<file path="config.mk">
export PLATFORM = sky130hd
export DESIGN_NAME = msu_data_server
export DESIGN_NICKNAME = d
export VERILOG_FILES = /design/src/rtl/msu_data_server.sv
export SDC_FILE = /design/constraint.sdc
export NUM_CORES = 1
export LEC_CHECK = 0
export CORE_MARGIN = 5
export CORE_UTILIZATION = 40
export DETAILED_ROUTE_END_ITERATION = 10
export SYNTH_ARGS = -nofsm -noshare
export SYNTH_HDL_FRONTEND = slang
export SYNTH_SLANG_ARGS = --single-unit
export TNS_END_PERCENT = 20
</file>
<file path="constraint.sdc">
create_clock -name MCLK -period 7.3 [get_ports MCLK]
set_clock_uncertainty 0.15 [all_clocks]
set_input_delay 1.095 -clock MCLK [delete_from_list [all_inputs] [get_ports MCLK]]
set_output_delay 1.095 -clock MCLK [all_outputs]
set_load 0.02 [all_outputs]
</file>
<file path="src/rtl/msu_data_server.sv">
// MSU data server: byte stream front-end over a 16-bit word backend.
// Prefetches words into a small FIFO and serves bytes at cur_addr.
module msu_data_server #(
    parameter int DEPTH = 4
) (
    input  logic        MCLK,
    input  logic        RESET_N,
    input  logic [31:0] msu_data_addr,
    input  logic        msu_data_seek,
    output logic [7:0]  msu_data_in,
    output logic        msu_data_busy,
    output logic        mem_req,
    output logic [31:0] mem_addr,
    input  logic        mem_ack,
    input  logic [15:0] mem_q
);

    localparam int AW = $clog2(DEPTH);
    localparam int CW = AW + 1;

    typedef enum logic [1:0] {IDLE, FLUSH, FETCH, STREAM} state_t;

    state_t         state, state_nxt;
    logic           seek_q;
    logic           discard;
    logic           busy_nxt;
    logic [31:0]    cur_addr;
    logic [31:0]    fetch_addr;
    logic [31:0]    addr_inc;
    logic [15:0]    fifo [DEPTH];
    logic [AW-1:0]  rd_ptr, wr_ptr;
    logic [CW-1:0]  count, count_nxt;
    logic [15:0]    head;
    logic           seek_edge, jump, do_seek;
    logic           active, ack, push, adv, pop, issue;

    assign addr_inc  = cur_addr + 32'd1;
    assign seek_edge = msu_data_seek & ~seek_q;
    assign jump      = (state == STREAM)
                     && (msu_data_addr != cur_addr)
                     && (msu_data_addr != addr_inc);
    assign do_seek   = seek_edge | jump;
    assign active    = (state == FETCH) || (state == STREAM);
    assign ack       = mem_req & mem_ack;
    assign push      = ack & ~discard & ~do_seek & active;
    assign adv       = (state == STREAM) & ~msu_data_busy & ~do_seek
                     & (msu_data_addr == addr_inc);
    assign pop       = adv & cur_addr[0];
    assign issue     = active & ~do_seek & ~mem_req & ~discard
                     & (count < CW'(DEPTH));
    assign count_nxt = count + CW'(push) - CW'(pop);
    assign head      = fifo[rd_ptr];

    always_comb begin
        state_nxt = state;
        busy_nxt  = msu_data_busy;
        case (state)
            IDLE: busy_nxt = 1'b0;
            FLUSH: begin
                state_nxt = FETCH;
                busy_nxt  = 1'b1;
            end
            FETCH: begin
                if (count != '0) begin
                    state_nxt = STREAM;
                    busy_nxt  = 1'b0;
                end else begin
                    busy_nxt  = 1'b1;
                end
            end
            // Stay busy through the cycle the refill lands so the
            // registered byte is valid before busy drops.
            STREAM: busy_nxt = (count == '0) || (count_nxt == '0);
            default: state_nxt = IDLE;
        endcase
        if (do_seek) begin
            state_nxt = FLUSH;
            busy_nxt  = 1'b1;
        end
    end

    always_ff @(posedge MCLK or negedge RESET_N) begin
        if (!RESET_N) begin
            state         <= IDLE;
            seek_q        <= 1'b0;
            discard       <= 1'b0;
            msu_data_busy <= 1'b0;
            msu_data_in   <= 8'd0;
            mem_req       <= 1'b0;
            mem_addr      <= 32'd0;
            cur_addr      <= 32'd0;
            fetch_addr    <= 32'd0;
            rd_ptr        <= '0;
            wr_ptr        <= '0;
            count         <= '0;
        end else begin
            state         <= state_nxt;
            seek_q        <= msu_data_seek;
            msu_data_busy <= busy_nxt;
            if (state == IDLE)
                msu_data_in <= 8'd0;
            else
                msu_data_in <= cur_addr[0] ? head[15:8] : head[7:0];
            if (do_seek) begin
                cur_addr   <= msu_data_addr;
                fetch_addr <= {msu_data_addr[31:1], 1'b0};
                discard    <= mem_req & ~mem_ack;
            end else begin
                if (adv)  cur_addr   <= addr_inc;
                if (push) fetch_addr <= fetch_addr + 32'd2;
                if (ack)  discard    <= 1'b0;
            end
            if (ack) begin
                mem_req <= 1'b0;
            end else if (issue) begin
                mem_req  <= 1'b1;
                mem_addr <= fetch_addr;
            end
            if (state == FLUSH) begin
                rd_ptr <= '0;
                wr_ptr <= '0;
                count  <= '0;
            end else begin
                if (push) wr_ptr <= wr_ptr + AW'(1);
                if (pop)  rd_ptr <= rd_ptr + AW'(1);
                count <= count_nxt;
            end
        end
    end

    always_ff @(posedge MCLK) begin
        if (push) fifo[wr_ptr] <= mem_q;
    end

endmodule

</file>
==> results.json, run 1 <==
{
  "r2r-start": "cur_addr[2]$_DFFE_PN0P_",
  "die_x_um": 163,
  "gp_congestion": 0.944,
  "grt_pass1_vias": 7208,
  "status": "completed",
  "nets": 971,
  "drc": 0,
  "area.growth.synth_to_final_pct": 19.1,
  "drive_above_1_share_pct": 12.0,
  "cp.arrival_ps": 5470,
  "cts_setup_buffers": 0,
  "min_path_cells": 1,
  "fillers": 2124,
  "post_cts_resized": 0,
  "timing.final.crit_period_ps": 5290,
  "rr_worst_depth": 19,
  "drv_slew": 0,
  "cp-startpoint": "cur_addr[2]$_DFFE_PN0P_",
  "die_h_um": 163,
  "synth_nets": 910,
  "die-area_um2": 26700,
  "grt_max_degree": 67,
  "fmax_mhz": 189,
  "grt_overflow": 0,
  "antenna_cells": 0,
  "synth-edff-count": 64,
  "ys.flop_type": "dfrtp_1",
  "htreeDepth": 4,
  "cts_tree": "done",
  "antenna_found_initial": 0,
  "yosys.area.top_type": "dfrtp_1",
  "peakVddDrop_mv": 0.159,
  "drt-met1-wl_um": 11400,
  "grt_pass1_wl_um": 42400,
  "cts.reportedPaths.clkPinSlew_ps": 80,
  "worstPathMaxFanout": 13,
  "max-slew-margin-rel_pct": 29.2,
  "max_cap_violations": 0,
  "portBuffers": 92,
  "cts.sinks": 179,
  "power_density_nw_per_um2": 383,
  "async_flop_share_pct": 64.2,
  "worst_setup_path_start_kind": "flip-flop",
  "ios": 94,
  "synth.top_cell.area_share_pct": 30.5,
  "final_common_cell": "dfrtp_1",
  "vias": 7236,
  "cp_data_required_time_ps": 7480,
  "synth_area_um2": 9420,
  "cp-end-kind": "flip-flop",
  "placed_cell_area_um2": 10600,
  "ys_warn_count": 0,
  "setup_violations": 0,
  "core_um2": 23300,
  "synthTopCellsByArea": "dfrtp_1 31%, edfxtp_1 20%, mux2_2 4.7%",
  "finalHoldViolCount": 0,
  "critical_path_class": "flip-flop to flip-flop",
  "final.setup.tns_ps": 0,
  "rsz0062_at_grt": "no",
  "rows": 56,
  "track_usage_pct": 20.5,
  "top_layer": "met4",
  "hold_path.class": "flip-flop to flip-flop",
  "drt_iter0_drc": 624,
  "clkLatencyLatePin_ps": 450,
  "final_cell_mix": "115 x dfrtp_1, 91 x clkdlybuf4s50_1, 64 x edfxtp_1",
  "design_area_um2": 11200,
  "post_drt_wl_per_cell_um": 21.2,
  "synth_cell_type_count": 61,
  "routed_via_density": 5.83,
  "cts_buffers": 17,
  "netlist_instances": 849,
  "ys_ff_latch": 179,
  "avgSynthCellArea_um2": 11.1,
  "yosysSeqAreaShare_pct": 50.9,
  "drt_first_pass_iters": 5,
  "totalWireLength_um": 26300,
  "period_share_pct": 72.4,
  "hold_path_startpoint": "mem_addr[22]$_DFFE_PN0P_",
  "worst_pin_slew_ps": 1060,
  "holdWs_ps": 356,
  "met2WireLength_um": 12600,
  "initial_core_util_pct": 40.4,
  "hpwl_um": 18700,
  "cts_root_buf": "clkbuf_16",
  "leakage_nw": 4.03,
  "hold_buffers": 0,
  "final_antenna_net_count": 0,
  "cts_buffer_depth": 2,
  "wl_met3_um": 1560
}
[flip-flops by register name, indices dropped and copies added (netlist names)]
| signal | flops |
|---|---|
| fifo | 64 |
| cur_addr | 32 |
| fetch_addr | 31 |
| mem_addr | 31 |
| msu_data_in | 8 |
| count | 3 |
| rd_ptr | 2 |
| state | 2 |
| wr_ptr | 2 |
| discard | 1 |
| mem_req | 1 |
| msu_data_busy | 1 |
| seek_q | 1 |
[cell usage after synthesis, types with 9 or more instances]
library cell,count
a21oi_1,57
a31oi_1,22
and3_1,25
and4_1,12
clkbuf_1,49
dfrtp_1,115
edfxtp_1,64
inv_1,15
mux2_2,39
mux2i_1,12
mux4_2,16
nand2_1,44
nand3_1,25
nand4_1,34
nor2_1,42
nor3_1,12
nor4_1,10
o21ai_0,30
o311a_1,9
o31ai_1,15
or3_1,19
or4_1,14
xnor2_1,40
xor2_1,42
[per-stage QoR]
| step | setup slack (ps) | utilization (%) | cells | power [mW] |
|---|---|---|---|---|
| CTS | 2000 | 48.1 | 1242 | 4.32 |
| finish | 2010 | 48.1 | 1242 | 4.30 |
| detailed placement | 1840 | 45.4 | 1210 | 3.33 |
| floorplan | 1820 | - | 849 | 2.71 |
| global placement | 1880 | 45.4 | 1210 | 3.32 |
| global route | 1670 | 48.1 | 1242 | 4.57 |
[where the power goes]
group          switching, mW  internal (mW)  leakage (nW)
Combinational          0.870          0.737          1.83
Clock                  0.504          0.480         0.308
Sequential             0.372           1.33          1.90
[critical path, stage by stage, from the launching register on]
cell and delay, ps:
dfrtp_1 630, nand4_2 260, or4_4 670, or3_1 430, o31a_1 330, nand4b_1 190, nor4_1 380, a31o_2 220
and2_2 150, nand2_1 60, ha_1 290, inv_1 60, ha_1 130, inv_1 50, fa_1 370, xor2_1 160
xnor2_1 150, nand3b_1 100, nand2_1 50, a221o_1 340
[layout make-up]
type	instances	area (um2)	share of cell area [%]
tap	319	399	3.56
clock inverter	15	215	1.92
inverter	15	56.3	0.502
sequential	179	4800	42.8
timing repair buffer	103	1000	8.92
multi-input combinational	594	4330	38.6
clock buffer	17	425	3.79
[worst paths after layout]
path                                         endpoint  slack (ps)
setup / recovery              msu_data_busy$_DFF_PN0_        2010
hold / removal               mem_addr[22]$_DFFE_PN0P_         360
setup reg to reg              msu_data_busy$_DFF_PN0_        2010
hold reg to reg              mem_addr[22]$_DFFE_PN0P_         360
max in group asynchronous  fetch_addr[14]$_DFFE_PN0P_        5150
min in group asynchronous    cur_addr[21]$_DFFE_PN0P_         560
[cells by family after synthesis]
kind of cell / after synthesis / synth area share (%)
buf+inv: 76 / 3.15
fa+ha+maj: 9 / 1.27
flops: 179 / 50.9
xor+xnor: 82 / 7.62
other cells: 1 / 0.0398
compound gates: 170 / 11.6
mux: 67 / 9.76
simple gates: 265 / 15.6
[metal layers]
layer / track usage (%) / up-vias
li1: - / 3319
met1: 27.8 / 3616
met2: 32.9 / 248
met3: 3.89 / 53
met4: 7.47 / 0
met5: 0 / -
Note: power is estimated with default switching activity, not from simulation.
==> run 2: changes to the inputs <==
clock period = 4.4 ns   (was 7.3 ns; I/O delays follow)
==> run 2 against run 1 <==
The run now ends with negative setup slack left. Critical endpoint unchanged. Combinational power grew 120%. Total power grew 81%. Count of clock-buffer cells in the layout grew 1. Fmax grew 15%. Non-clock buffer count grew 152. Sequential power grew 56%. Clock power grew 53%. Global-route usage grew 1.7 points. Largest cell class unchanged. Via count grew 7.0%.
==> results.json, run 2 (same netlist as run 1, synthesis figures left out) <==
{
  "status": "finished with violations",
  "violations": "negative setup slack",
  "cts.reportedPaths.clkPinSlew_ps": 80,
  "core_um2": 23300,
  "drv_slew": 0,
  "die_h_um": 163,
  "hpwl_um": 21800,
  "reg_top3": "fifo (64), cur_addr (32)",
  "cp-end-kind": "flip-flop",
  "vias": 7742,
  "cp.arrival_ps": 4760,
  "antenna_cells": 0,
  "final_common_cell": "buf_4",
  "finalHoldViolCount": 0,
  "grt_pass1_vias": 7635,
  "critical_path_class": "flip-flop to flip-flop",
  "cts_buffer_depth": 2,
  "hold_path.class": "primary input to async pin",
  "hold_buffers": 0,
  "largest_register_ffs": 64,
  "die-area_um2": 26700,
  "fmax_mhz": 218,
  "timing.final.crit_period_ps": 4590,
  "gp_congestion": 0.903,
  "rsz0062_at_grt": "yes",
  "drc": 0,
  "fin_ws_ps": -188,
  "placed_cell_area_um2": 11800,
  "ios": 94,
  "setup_violations": 2,
  "max_cap_violations": 0,
  "max-slew-margin-rel_pct": 30.3,
  "antenna_found_initial": 1,
  "initial_core_util_pct": 40.4,
  "routed_via_density": 5.55,
  "die_x_um": 163,
  "worst_setup_path_start_kind": "flip-flop",
  "clkLatencyLatePin_ps": 430,
  "drt_iter0_drc": 591,
  "peakVddDrop_mv": 0.342,
  "grt_overflow": 0,
  "drive_above_1_share_pct": 26.2,
  "top_register": "fifo",
  "track_usage_pct": 22.2,
  "final_antenna_net_count": 0,
  "worstPathMaxFanout": 2,
  "area.growth.synth_to_final_pct": 33.1,
  "nets": 1123,
  "grt_pass1_wl_um": 44800,
  "post_drt_wl_per_cell_um": 21.3,
  "totalWireLength_um": 29700,
  "cp_data_required_time_ps": 4580,
  "slowest_delay_ps": 560,
  "design_area_um2": 12500,
  "drt_first_pass_iters": 5,
  "r2r_slack_ps": -190,
  "portBuffers": 92,
  "cts_root_buf": "clkbuf_16",
  "period_share_pct": 104,
  "cts_tree": "done",
  "rows": 56,
  "cts_buffers": 17,
  "worst_pin_slew_ps": 1050,
  "cp_slowest_cell": "or4_4",
  "power_density_nw_per_um2": 620,
  "leakage_nw": 4.79,
  "final_cell_mix": "154 x buf_4, 111 x dfrtp_1, 91 x clkdlybuf4s50_1",
  "cts.sinks": 179,
  "htreeDepth": 4,
  "worstPathCellList": "nand4_1 > or4_4 > or3_4 > o31a_1 > nand4b_1 > nor4_2 > a31o_2 > and2_4 > nand2_4 > ha_4 > inv_2 > ha_4 > inv_2 > fa_2 > xor2_1 > xnor2_1 > nand3b_1 > nand2_1 > a221o_1",
  "p_total_mw": 7.78,
  "grt_max_degree": 67
}
[run 2: cell count changes in the layout (fill, tap and decap cells not counted), sizes merged]
cell      change
clkinvlp      +1
inv           -2
clkbuf        +3
buf         +150
[run 2: worst paths after layout]
kind	start	endpoint	cells after the start
max	cur_addr[14]$_DFFE_PN0P_	msu_data_busy$_DFF_PN0_	19
min	RESET_N	cur_addr[23]$_DFFE_PN0P_	1
max reg2reg	cur_addr[14]$_DFFE_PN0P_	msu_data_busy$_DFF_PN0_	19
min reg2reg	fetch_addr[29]$_DFFE_PN0P_	mem_addr[29]$_DFFE_PN0P_	1
max in group asynchronous	RESET_N	fetch_addr[7]$_DFFE_PN0P_	2
min in group MCLK	fetch_addr[29]$_DFFE_PN0P_	mem_addr[29]$_DFFE_PN0P_	1
[run 2: cell type report]
| type | instances | area (um2) |
|---|---|---|
| clock buffer | 18 | 429 |
| clock inverter | 14 | 145 |
| fill | 2063 | 10800 |
| inverter | 15 | 56.3 |
| multi-input combinational | 594 | 4440 |
| sequential | 179 | 4800 |
| tap | 319 | 399 |
| timing repair buffer | 255 | 2270 |
[run 2: critical path: cells and delay by family (launching register included)]
| kind | cells | cell delay, ps |
|---|---|---|
| buffers and inverters | 2 | 90 |
| AO/OA/AOI/OAI | 3 | 900 |
| XOR/XNOR | 2 | 290 |
| flip-flops | 1 | 380 |
| AND/OR/NAND/NOR | 9 | 1990 |
| adder cells (fa/ha/maj) | 3 | 690 |
[run 2: per-layer routing]
| metal | share of wire [%] | vias up | global-route usage (%) | routed length, um |
|---|---|---|---|---|
| li1 | - | 3620 | - | - |
| met1 | 43 | 3857 | 30.1 | 12900 |
| met2 | 49 | 225 | 36.3 | 14500 |
| met3 | 5.1 | 40 | 3.71 | 1510 |
| met4 | 2.9 | 0 | 7.62 | 854 |
| met5 | 0 | - | 0 | 0 |
[run 2: what timing repair did]
action | in CTS | in global routing
resized for setup | 8 | 18
pin swaps | 1 | 17
gates cloned | 0 | 2
setup buffers | 3 | 6
setup endpoints to repair | 2 | 73
[run 2: through the flow]
stage / TNS (ps) / setup WS (ps) / cells / util, % / hold WS [ps]
floorplan: -575 / -451 / 849 / - / 214
global placement: -4690 / -411 / 1352 / 50.4 / 340
detailed placement: -7220 / -440 / 1352 / 50.4 / 344
CTS: -130 / -130 / 1387 / 53.1 / 212
global route: -3470 / -355 / 1394 / 53.8 / 247
finish: -193 / -188 / 1394 / 53.8 / 185
[run 2: report_power, final]
| part | internal (mW) | switching, mW | total [mW] |
|---|---|---|---|
| sequential | 2.22 | 0.452 | 2.67 |
| clock | 0.756 | 0.751 | 1.51 |
| combinational | 1.75 | 1.84 | 3.60 |
